<file path="config.mk">
export PLATFORM = sky130hd
export DESIGN_NAME = mulu_acc_x3y3_flat
export DESIGN_NICKNAME = d
export VERILOG_FILES = /design/src/rtl/mulu_acc_x3y3_pkg.sv /design/src/rtl/mulu_acc_x3y3_if.sv /design/src/rtl/mulu_acc_x3y3_add.sv /design/src/rtl/mulu_acc_x3y3.sv /design/src/flat_wrapper.sv
export SDC_FILE = /design/constraint.sdc
export NUM_CORES = 1
export LEC_CHECK = 0
export BUFFER_PORTS_ARGS = -buffer_cell sky130_fd_sc_hd__buf_2
export CORE_MARGIN = 2
export CORE_UTILIZATION = 54
export CTS_CLUSTER_DIAMETER = 200
export CTS_CLUSTER_SIZE = 12
export DETAILED_ROUTE_END_ITERATION = 7
export PLACE_DENSITY = 0.79
export SETUP_SLACK_MARGIN = 0.02
export SYNTH_ARGS = -nofsm -noshare
export SYNTH_HDL_FRONTEND = slang
export SYNTH_SLANG_ARGS = --single-unit
</file>
<file path="constraint.sdc">
create_clock -name clk -period 3.15 [get_ports clk]
set_clock_uncertainty 0.2 [all_clocks]
set_input_delay 0 -clock clk [delete_from_list [all_inputs] [get_ports clk]]
set_output_delay 0 -clock clk [all_outputs]
set_load 0.01 [all_outputs]
</file>
<file path="src/rtl/mulu_acc_x3y3_pkg.sv">
// Shared types and defaults for the 3x3 product accumulator.
// Saturating mode is selected with MULU_ACC_SATURATE_EN.
package mulu_acc_x3y3_pkg;

  typedef enum logic [1:0] {
    IDLE  = 2'd0,
    ACCUM = 2'd1,
    HOLD  = 2'd2
  } state_t;

  localparam int P_WIDTH_DEF   = 6;
  localparam int ACC_WIDTH_DEF = 8;
  localparam int TERMS_DEF     = 4;
  localparam int CNT_WIDTH     = 4;

  localparam logic READY_TRUE = 1'b1;

  function automatic bit legal_cfg(
    input int pw,
    input int aw,
    input int terms
  );
    return (terms >= 1) && (terms <= 15)
        && (aw >= pw) && (pw >= 1);
  endfunction

endpackage

</file>
<file path="src/rtl/mulu_acc_x3y3_if.sv">
// Product-in / sum-out handshake bundle for mulu_acc_x3y3.
// Saturating mode is selected with MULU_ACC_SATURATE_EN.
interface mulu_acc_x3y3_if #(
  parameter int P_WIDTH   = 6,
  parameter int ACC_WIDTH = 8
);

  logic                 start;
  logic                 in_valid;
  logic                 in_ready;
  logic [P_WIDTH-1:0]   p;
  logic                 acc_valid;
  logic                 acc_ready;
  logic [ACC_WIDTH-1:0] acc;
  logic                 ovf;

  modport master (
    output start,
    output in_valid,
    input  in_ready,
    output p,
    input  acc_valid,
    output acc_ready,
    input  acc,
    input  ovf
  );

  modport slave (
    input  start,
    input  in_valid,
    output in_ready,
    input  p,
    output acc_valid,
    input  acc_ready,
    output acc,
    output ovf
  );

endinterface

</file>
<file path="src/rtl/mulu_acc_x3y3_add.sv">
// Accumulator adder with carry out.
// MULU_ACC_SATURATE_EN clamps the sum to all-ones on carry.
module mulu_acc_x3y3_add #(
  parameter int P_WIDTH   = 6,
  parameter int ACC_WIDTH = 8
) (
  input  logic [ACC_WIDTH-1:0] a,
  input  logic [P_WIDTH-1:0]   b,
  output logic [ACC_WIDTH-1:0] sum,
  output logic                 carry
);

  logic [ACC_WIDTH:0] raw;

  assign raw   = {1'b0, a} + (ACC_WIDTH+1)'(b);
  assign carry = raw[ACC_WIDTH];

`ifdef MULU_ACC_SATURATE_EN
  // Once pinned at all-ones any nonzero add carries again, so it stays.
  assign sum = carry ? '1 : raw[ACC_WIDTH-1:0];
`else
  assign sum = raw[ACC_WIDTH-1:0];
`endif

endmodule

</file>
<file path="src/rtl/mulu_acc_x3y3.sv">
// Multiply-accumulate back end: sums TERMS products, holds result.
// Saturating mode is selected with MULU_ACC_SATURATE_EN.
module mulu_acc_x3y3
  import mulu_acc_x3y3_pkg::*;
#(
  parameter int P_WIDTH   = P_WIDTH_DEF,
  parameter int ACC_WIDTH = ACC_WIDTH_DEF,
  parameter int TERMS     = TERMS_DEF
) (
  input logic               clk,
  input logic               rst,
  mulu_acc_x3y3_if.slave    bus
);

  generate
    if (!legal_cfg(P_WIDTH, ACC_WIDTH, TERMS)) begin : g_bad_cfg
      $error("mulu_acc_x3y3: illegal TERMS or ACC_WIDTH");
    end
  endgenerate

  localparam logic [CNT_WIDTH-1:0] LAST =
    CNT_WIDTH'(TERMS - 1);

  state_t               state;
  logic [CNT_WIDTH-1:0] count;
  logic [ACC_WIDTH-1:0] acc;
  logic                 ovf;
  logic [ACC_WIDTH-1:0] sum;
  logic                 carry;
  logic                 beat;

  mulu_acc_x3y3_add #(
    .P_WIDTH  (P_WIDTH),
    .ACC_WIDTH(ACC_WIDTH)
  ) u_add (
    .a    (acc),
    .b    (bus.p),
    .sum  (sum),
    .carry(carry)
  );

  assign bus.in_ready  = (state == ACCUM);
  assign bus.acc_valid = (state == HOLD);
  assign bus.acc       = acc;
  assign bus.ovf       = ovf;

  assign beat = bus.in_valid & bus.in_ready;

  always_ff @(posedge clk) begin
    if (rst) begin
      state <= IDLE;
      count <= '0;
      acc   <= '0;
      ovf   <= 1'b0;
    end else begin
      unique case (state)
        IDLE: begin
          if (bus.start) begin
            state <= ACCUM;
            count <= '0;
            acc   <= '0;
            ovf   <= 1'b0;
          end
        end
        ACCUM: begin
          // start wins over a concurrent beat
          if (bus.start) begin
            count <= '0;
            acc   <= '0;
            ovf   <= 1'b0;
          end else if (beat) begin
            acc   <= sum;
            ovf   <= ovf | carry;
            count <= count + 1'b1;
            if (count == LAST)
              state <= HOLD;
          end
        end
        HOLD: begin
          if (bus.acc_ready == READY_TRUE) begin
            if (bus.start) begin
              state <= ACCUM;
              count <= '0;
              acc   <= '0;
              ovf   <= 1'b0;
            end else begin
              state <= IDLE;
            end
          end
        end
        default: begin
          state <= IDLE;
        end
      endcase
    end
  end

endmodule

</file>
<file path="src/flat_wrapper.sv">
// flat-port wrapper written by rule: the top's interface ports become plain ports
module mulu_acc_x3y3_flat import mulu_acc_x3y3_pkg::*;
#(
  parameter int P_WIDTH   = P_WIDTH_DEF,
  parameter int ACC_WIDTH = ACC_WIDTH_DEF,
  parameter int TERMS     = TERMS_DEF
)
  (clk, rst, bus_start, bus_in_valid, bus_in_ready, bus_p, bus_acc_valid, bus_acc_ready, bus_acc, bus_ovf);
  mulu_acc_x3y3_if #(.P_WIDTH(P_WIDTH), .ACC_WIDTH(ACC_WIDTH)) bus_i ();
  input logic clk;
  input logic rst;
  input wire logic [$bits(bus_i.start)-1:0] bus_start;
  input wire logic [$bits(bus_i.in_valid)-1:0] bus_in_valid;
  output wire logic [$bits(bus_i.in_ready)-1:0] bus_in_ready;
  input wire logic [$bits(bus_i.p)-1:0] bus_p;
  output wire logic [$bits(bus_i.acc_valid)-1:0] bus_acc_valid;
  input wire logic [$bits(bus_i.acc_ready)-1:0] bus_acc_ready;
  output wire logic [$bits(bus_i.acc)-1:0] bus_acc;
  output wire logic [$bits(bus_i.ovf)-1:0] bus_ovf;
  assign bus_i.start = bus_start;
  assign bus_i.in_valid = bus_in_valid;
  assign bus_in_ready = bus_i.in_ready;
  assign bus_i.p = bus_p;
  assign bus_acc_valid = bus_i.acc_valid;
  assign bus_i.acc_ready = bus_acc_ready;
  assign bus_acc = bus_i.acc;
  assign bus_ovf = bus_i.ovf;
  mulu_acc_x3y3 #(.P_WIDTH(P_WIDTH), .ACC_WIDTH(ACC_WIDTH), .TERMS(TERMS)) u_core (.clk(clk), .rst(rst), .bus(bus_i));
endmodule
</file>
==> results of run 1 <==
==> logic make-up (layout without fill, tap and decap cells) <==
logic type | Yosys count | count (layout) | synth area share, %
AO/OA/AOI/OAI | 26 | 26 | 19.4
XOR/XNOR | 7 | 7 | 7.08
adder cells (fa/ha/maj) | 8 | 8 | 12.4
buffers and inverters | 2 | 34 | 0.866
flip-flops | 15 | 15 | 34.7
multiplexers | 1 | 1 | 1.16
AND/OR/NAND/NOR | 39 | 39 | 24.4
==> repair_timing <==
| item | 4_1_cts | 5_1_grt |
|---|---|---|
| hold buffers | 8 | 0 |
| buffers inserted | 0 | 0 |
| endpoints found under the hold margin | 15 | 0 |
==> cells in the final DEF, fill, tap and decap left out, types with 3 or more instances in the layout <==
cell type and n:
xor2_1 5, dfxtp_1 15, nor2_1 19, ha_1 7
a21oi_1 6, dlygate4sd3_1 8, clkbuf_4 3, nand2_1 3
o21ai_0 5, buf_2 21, a22oi_1 6
==> worst register-to-register path, cell delays in order, from the launching register on <==
cell and delay [ps]:
dfxtp_1 370, a21oi_1 230, nor2_1 70, a21oi_1 520, a22oi_1 180, nor2_1 110, dlygate4sd3_1 550
==> through the flow <==
step / util, % / total power [W] / std cells
detailed placement: 65.5 / 0.000251 / 134
CTS: 72.7 / 0.000371 / 146
finish: 72.7 / 0.000369 / 146
floorplan: - / 0.000234 / 98
global route: 72.7 / 0.000389 / 146
global placement: 65.5 / 0.000250 / 134
==> final cells by class <==
class                           instances  area share (%)
Clock inverter                          1           0.457
Clock buffer                            3            2.06
Multi-Input combinational cell         81            51.0
Tap cell                               16            1.83
Timing Repair Buffer                   29            16.9
Sequential cell                        15            27.4
Inverter                                1           0.343
==> power by group through the flow <==
stage                     sequential, W  clock [W]  combinational [W]
after floorplan                0.000200          0          0.0000333
after global placement         0.000200          0          0.0000498
after detailed placement       0.000200          0          0.0000511
after CTS                      0.000196   0.000117          0.0000581
after global routing           0.000196   0.000127          0.0000660
final                          0.000196   0.000115          0.0000587
==> flip-flops by register name, indices dropped and copies added (netlist names) <==
register	flops
u_core.bus.acc	8
u_core.bus.ovf	1
u_core.count	4
u_core.state	2
==> worst max-delay path by stage <==
stage | endpoint | cells past startpoint | start
2_1_floorplan | u_core.bus.acc[6] | 7 | u_core.bus.acc[0]
6_report | u_core.count[1] | 8 | bus_in_valid
3_5_place_dp | u_core.bus.acc[6] | 7 | u_core.bus.acc[0]
5_1_grt | u_core.count[1] | 6 | u_core.state[0]
3_3_place_gp | u_core.bus.acc[6] | 7 | u_core.bus.acc[0]
4_1_cts | u_core.count[1] | 8 | bus_in_valid
==> metal layers <==
| metal | global-route usage, % | vias to the layer above | wire [µm] |
|---|---|---|---|
| met1 | 29.0 | 371 | 868 |
| met2 | 39.1 | 17 | 863 |
| met4 | 10.9 | 0 | 44 |
| met3 | 3.67 | 5 | 61 |
| met5 | 0 | - | 0 |
| li1 | - | 420 | - |
==> impl_metrics.tcl, run 1 <==
set metrics [dict create \
    fmax_mhz 435 \
    die_h_um 44.0 \
    cts_tree "yes" \
    status "finished, final reports clean" \
    worst_setup_path_start_kind "primary input" \
    hold_path_startpoint "bus_p[4]" \
    final_layout_size_suffix_gt1_share_pct 21.5 \
    dpl_cell_area_um2 987 \
    r2r-start "u_core.state[0]" \
    synth_top_cell_by_area "dfxtp_1" \
    endpoint_kind "flip-flop" \
    yosys-top-cells-area "dfxtp_1 (35%), ha_1 (10%), nor2_1 (8.2%)" \
    reg2reg_depth 6 \
    path_cells "dlygate4sd3_1 -> buf_2 -> a21oi_1 -> nor2_1 -> a21oi_1 -> a22oi_1 -> nor2_1 -> dlygate4sd3_1" \
    cts_buffers 3 \
    tns_ps 0 \
    p_seq_share_pct 53.0 \
    p_int_w 0.000268 \
    dpl_worst_slack_ps 1190 \
    holdPathEnd "u_core.bus.acc[4]" \
    synth_cell_types 31 \
    path_class "in -> reg" \
    vias_per_cell 5.57 \
    grt_first_pass_wirelength_um 3310 \
    critPathTopFamily "buffers and inverters" \
    r2r_setup_slack_ps 870 \
    holdWs_ps 64.7 \
    root_buffer "clkbuf_4" \
    syn2layout_area_growth_pct 26.4 \
    grt_pass1_vias 791 \
    yosysMostFrequentCell "nor2_1" \
    slew_viol_final 0 \
    synth-seq-cells 15 \
    cp_num_buf_inv 3 \
    synth_top_area_share_pct 34.7 \
    netSwitchingFraction_pct 27.4 \
    tightest_slew_ps 654 \
    critPathArrivalTime_ps 2350 \
    io_buffers 21 \
    die_w_um 44.0 \
    via_count 813 \
    dieArea_mm2 0.00194 \
    path_max_fanout 8 \
    grt_max_degree 14 \
    cts_buffer_depth 2 \
    ys.warnings.count 0 \
    routed_wl_um 1840 \
    synth_nets 117 \
    final_area_mm2 0.00109 \
    slew_headroom_pct 56.4 \
    final_hold_viol_count 0 \
    multi_input_area_um2 558 \
    drt_first_pass_iters 4 \
    r2r_end "u_core.count[1]" \
    clock-sinks 15 \
    crit_path_max_incr_delay_ps 550 \
    synth_ff_type "dfxtp_1" \
    finalCriticalPeriod_ps 2300 \
    avgSynthCellArea_um2 8.84 \
    synthCells 98 \
    max-cap-violations 0 \
    nFillCells 129 \
    gp_congestion 0.727 \
    pin_count 22 \
    rows 14 \
    required_ps 3190 \
    synth_seq_area_share_pct 34.7 \
    power_frac_clock_pct 31.2 \
    hold_class "in -> reg" \
    vdd_drop_max_mv 0.297 \
    diodes 0 \
    pwr_density_cell_mw_per_mm2 337 \
    route.detailed.drc 0 \
    antenna_found_initial 0 \
    setup_viol 0 \
    power_switching_w 0.000101 \
    postCtsResizedCells 0 \
    cpMaxStageDelayCell "dlygate4sd3_1" \
    rsz0062_at_grt "no" \
    grt_util_all_layers_pct 23.3 \
    clk_latency_ps 290 \
    nNetsFinal 150 \
    synth_area_um2 866 \
    grt.overflow.total 0 \
    ys_top_cells_by_count "nor2_1 (19), dfxtp_1 (15), ha_1 (7)" \
    wire_per_inst_um 12.6 \
    setup_ws_ps 849 \
    seqCellArea_um2 300 \
    fin_crit_sh_pct 73.0 \
    synthArstFlopShare_pct 0 \
    comb_power_share_pct 15.9 \
    start_util_pct 57.5 \
    htreeDepth 1 \
    dr.first_iter.drc_count 20 \
    core_area_mm2 0.00151 \
    holdPathStages 5 \
    p_leak_nw 0.509 \
    dp.final_hpwl_um 1300 \
    synth_edf_count 0 \
    path_clk_slew_ps 100 \
    drtAntennaViolNets 0 \
]
Power figures use the tool's default switching activity.
==> run 2, diff against run 1 <==
ABC_AREA = 1   (was default)
CORE_UTILIZATION = 47   (was 54)
PLACE_DENSITY = 0.72   (was 0.79)
clock period = 2.1 ns   (was 3.15 ns; I/O delays follow)
==> run 2 against run 1 <==
  * Setup slack worse by 550 ps
  * Sequential share of layout area is 2.5 points lower
  * Utilization is 11 points lower
  * Hold slack worse by 61 ps
  * Non-clock buffer count is 2 lower
  * First-iteration DRC count is 20% higher
  * Routed wire length is 24% higher
  * Global-route usage is 2.4 points lower
  * Final cell count is 43% higher
  * Sequential power is 53% higher
  * Clock power is 50% higher
  * Area after synthesis is 13% higher
  * Critical path type unchanged
  * Largest cell class unchanged
==> impl_metrics.tcl, run 2 <==
set metrics [dict create \
    routed_wl_um 2280 \
    final_layout_size_suffix_gt1_share_pct 18.7 \
    tightest_slew_ps 261 \
    worst_setup_path_start_kind "primary input" \
    synth_edf_count 0 \
    route.detailed.drc 0 \
    path_max_fanout 3 \
    endpoint_kind "flip-flop" \
    final_common_cell "nand2_1" \
    antenna_found_initial 0 \
    synth_top_cell_by_area "dfxtp_1" \
    synth_ff_type "dfxtp_1" \
    wire_per_inst_um 10.9 \
    layout_common_cells "nand2_1 (49), inv_1 (26), buf_2 (21)" \
    root_buffer "clkbuf_4" \
    gp_congestion 0.839 \
    largest_reg_flops 8 \
    clk_latency_ps 290 \
    dr.first_iter.drc_count 24 \
    tns_ps 0 \
    slew_viol_final 0 \
    hold_class "in -> reg" \
    max-cap-violations 0 \
    finalCriticalPeriod_ps 1800 \
    core_area_mm2 0.00196 \
    final_util_pct 61.4 \
    dp.final_hpwl_um 1750 \
    synth_adder_area_share_pct 11.0 \
    holdPathStages 4 \
    grt_pass1_vias 961 \
    via_count 1025 \
    reg_top3 "u_core.bus.acc: 8 flops, u_core.count: 4 flops, u_core.state: 2 flops" \
    cts_tree "yes" \
    postCtsResizedCells 0 \
    synth_seq_area_share_pct 30.6 \
    clock-sinks 15 \
    reg2reg_depth 7 \
    yosys-top-cells-area "dfxtp_1 (31%), nand2_1 (19%), inv_1 (9.9%)" \
    io_buffers 21 \
    yosysMostFrequentCell "nand2_1" \
    synthMuxAreaShare_pct 0 \
    grt_util_all_layers_pct 20.8 \
    drt_first_pass_iters 4 \
    synth_compound_area_share_pct 10.2 \
    synthCells 152 \
    pwr_density_cell_mw_per_mm2 502 \
    die_w_um 49.7 \
    die_h_um 49.7 \
    synth-xor-area-share_pct 1.78 \
    synth_area_um2 982 \
    synth-simple-area-share_pct 35.0 \
    synthArstFlopShare_pct 0 \
    largest-register "u_core.bus.acc" \
    pin_count 22 \
    holdWs_ps 4.14 \
    diodes 0 \
    vdd_drop_max_mv 0.284 \
    path_clk_slew_ps 100 \
    nNetsFinal 202 \
    critPathArrivalTime_ps 1820 \
    htreeDepth 1 \
    ys.warnings.count 0 \
    setup_viol 0 \
    synth_nets 171 \
    required_ps 2120 \
    fin_crit_sh_pct 85.6 \
    avgSynthCellArea_um2 6.46 \
    synth_top_family_by_area "simple AND/OR/NAND/NOR gates" \
    final_hold_viol_count 0 \
    grt_max_degree 10 \
    path_class "in -> reg" \
    drtAntennaViolNets 0 \
    synth_cell_types 20 \
    synth_top_area_share_pct 30.6 \
    ys_top_cells_by_count "nand2_1 (49), inv_1 (26), dfxtp_1 (15)" \
    syn2layout_area_growth_pct 22.7 \
    synth-seq-cells 15 \
    start_util_pct 50.1 \
    status "finished, final reports clean" \
    rows 16 \
    rsz0062_at_grt "no" \
    vias_per_cell 4.90 \
    grt.overflow.total 0 \
    dieArea_mm2 0.00247 \
    p_leak_nw 0.653 \
    fmax_mhz 557 \
    grt_first_pass_wirelength_um 3970 \
    cts_buffers 3 \
    slew_headroom_pct 82.4 \
    cts_buffer_depth 2 \
]
-- run 2: kinds of logic after synthesis --
| family | Yosys count |
|---|---|
| buffers and inverters | 30 |
| xor gates and xnor gates | 2 |
| and+or+nand+nor | 78 |
| DFF | 15 |
| AOI/OAI and AO/OA | 19 |
| adders and majority gates | 8 |
-- run 2: metrics by stage --
step	total power [W]	worst slack, ps	instances	instance area [µm²]
6_report	0.000605	303	209	1200
3_5_place_dp	0.000429	362	199	1120
5_1_grt	0.000642	259	209	1200
2_1_floorplan	0.000391	440	152	982
4_1_cts	0.000606	314	209	1200
3_3_place_gp	0.000425	429	199	1120
-- run 2: timing repair --
action / 4_1_cts / 5_1_grt
endpoints found under the hold margin: 10 / 0
hold buffers: 6 / 0
endpoints found under the setup margin: 0 / 0
setup buffers: 0 / 0
-- run 2: worst max-delay path: stages --
cell and delay [ps]:
dlygate4sd3_1 540, buf_2 120, ha_1 220, fa_1 440, nand2_1 90, nand2_1 50, a21oi_1 120, o21ai_0 90
a21oi_1 140
-- run 2: worst paths after layout --
| kind | slack, ps | endpoint | from |
|---|---|---|---|
| worst max-delay path | 300 | u_core.bus.acc[4] | bus_p[0] |
| worst max register to register | 320 | u_core.bus.acc[4] | u_core.bus.acc[0] |
| worst min register to register | 260 | u_core.bus.ovf | u_core.bus.ovf |
| worst min-delay path | 4 | u_core.bus.acc[1] | bus_p[1] |
-- run 2: routing by layer --
| metal | routed length (µm) | vias up | GRT usage (%) |
|---|---|---|---|
| li1 | - | 534 | - |
| met1 | 1050 | 461 | 25.1 |
| met2 | 1110 | 26 | 36.7 |
| met3 | 94 | 4 | 2.73 |
| met4 | 36 | 0 | 8.80 |
| met5 | 0 | - | 0 |
-- run 2: layout make-up --
class | instances | area, µm²
multi-input cells | 107 | 569
inverters | 29 | 109
well taps | 27 | 33.8
flip-flops and latches | 15 | 300
repair buffers | 27 | 165
clock buffers | 3 | 22.5
fillers | 211 | 757
clock inverters | 1 | 5.00
-- run 2: report_power, final --
group	leakage, nW	internal [W]	switching, W
clock	0.0177	0.0000708	0.000102
sequential	0.121	0.000291	0.00000792
combinational	0.514	0.0000494	0.0000838
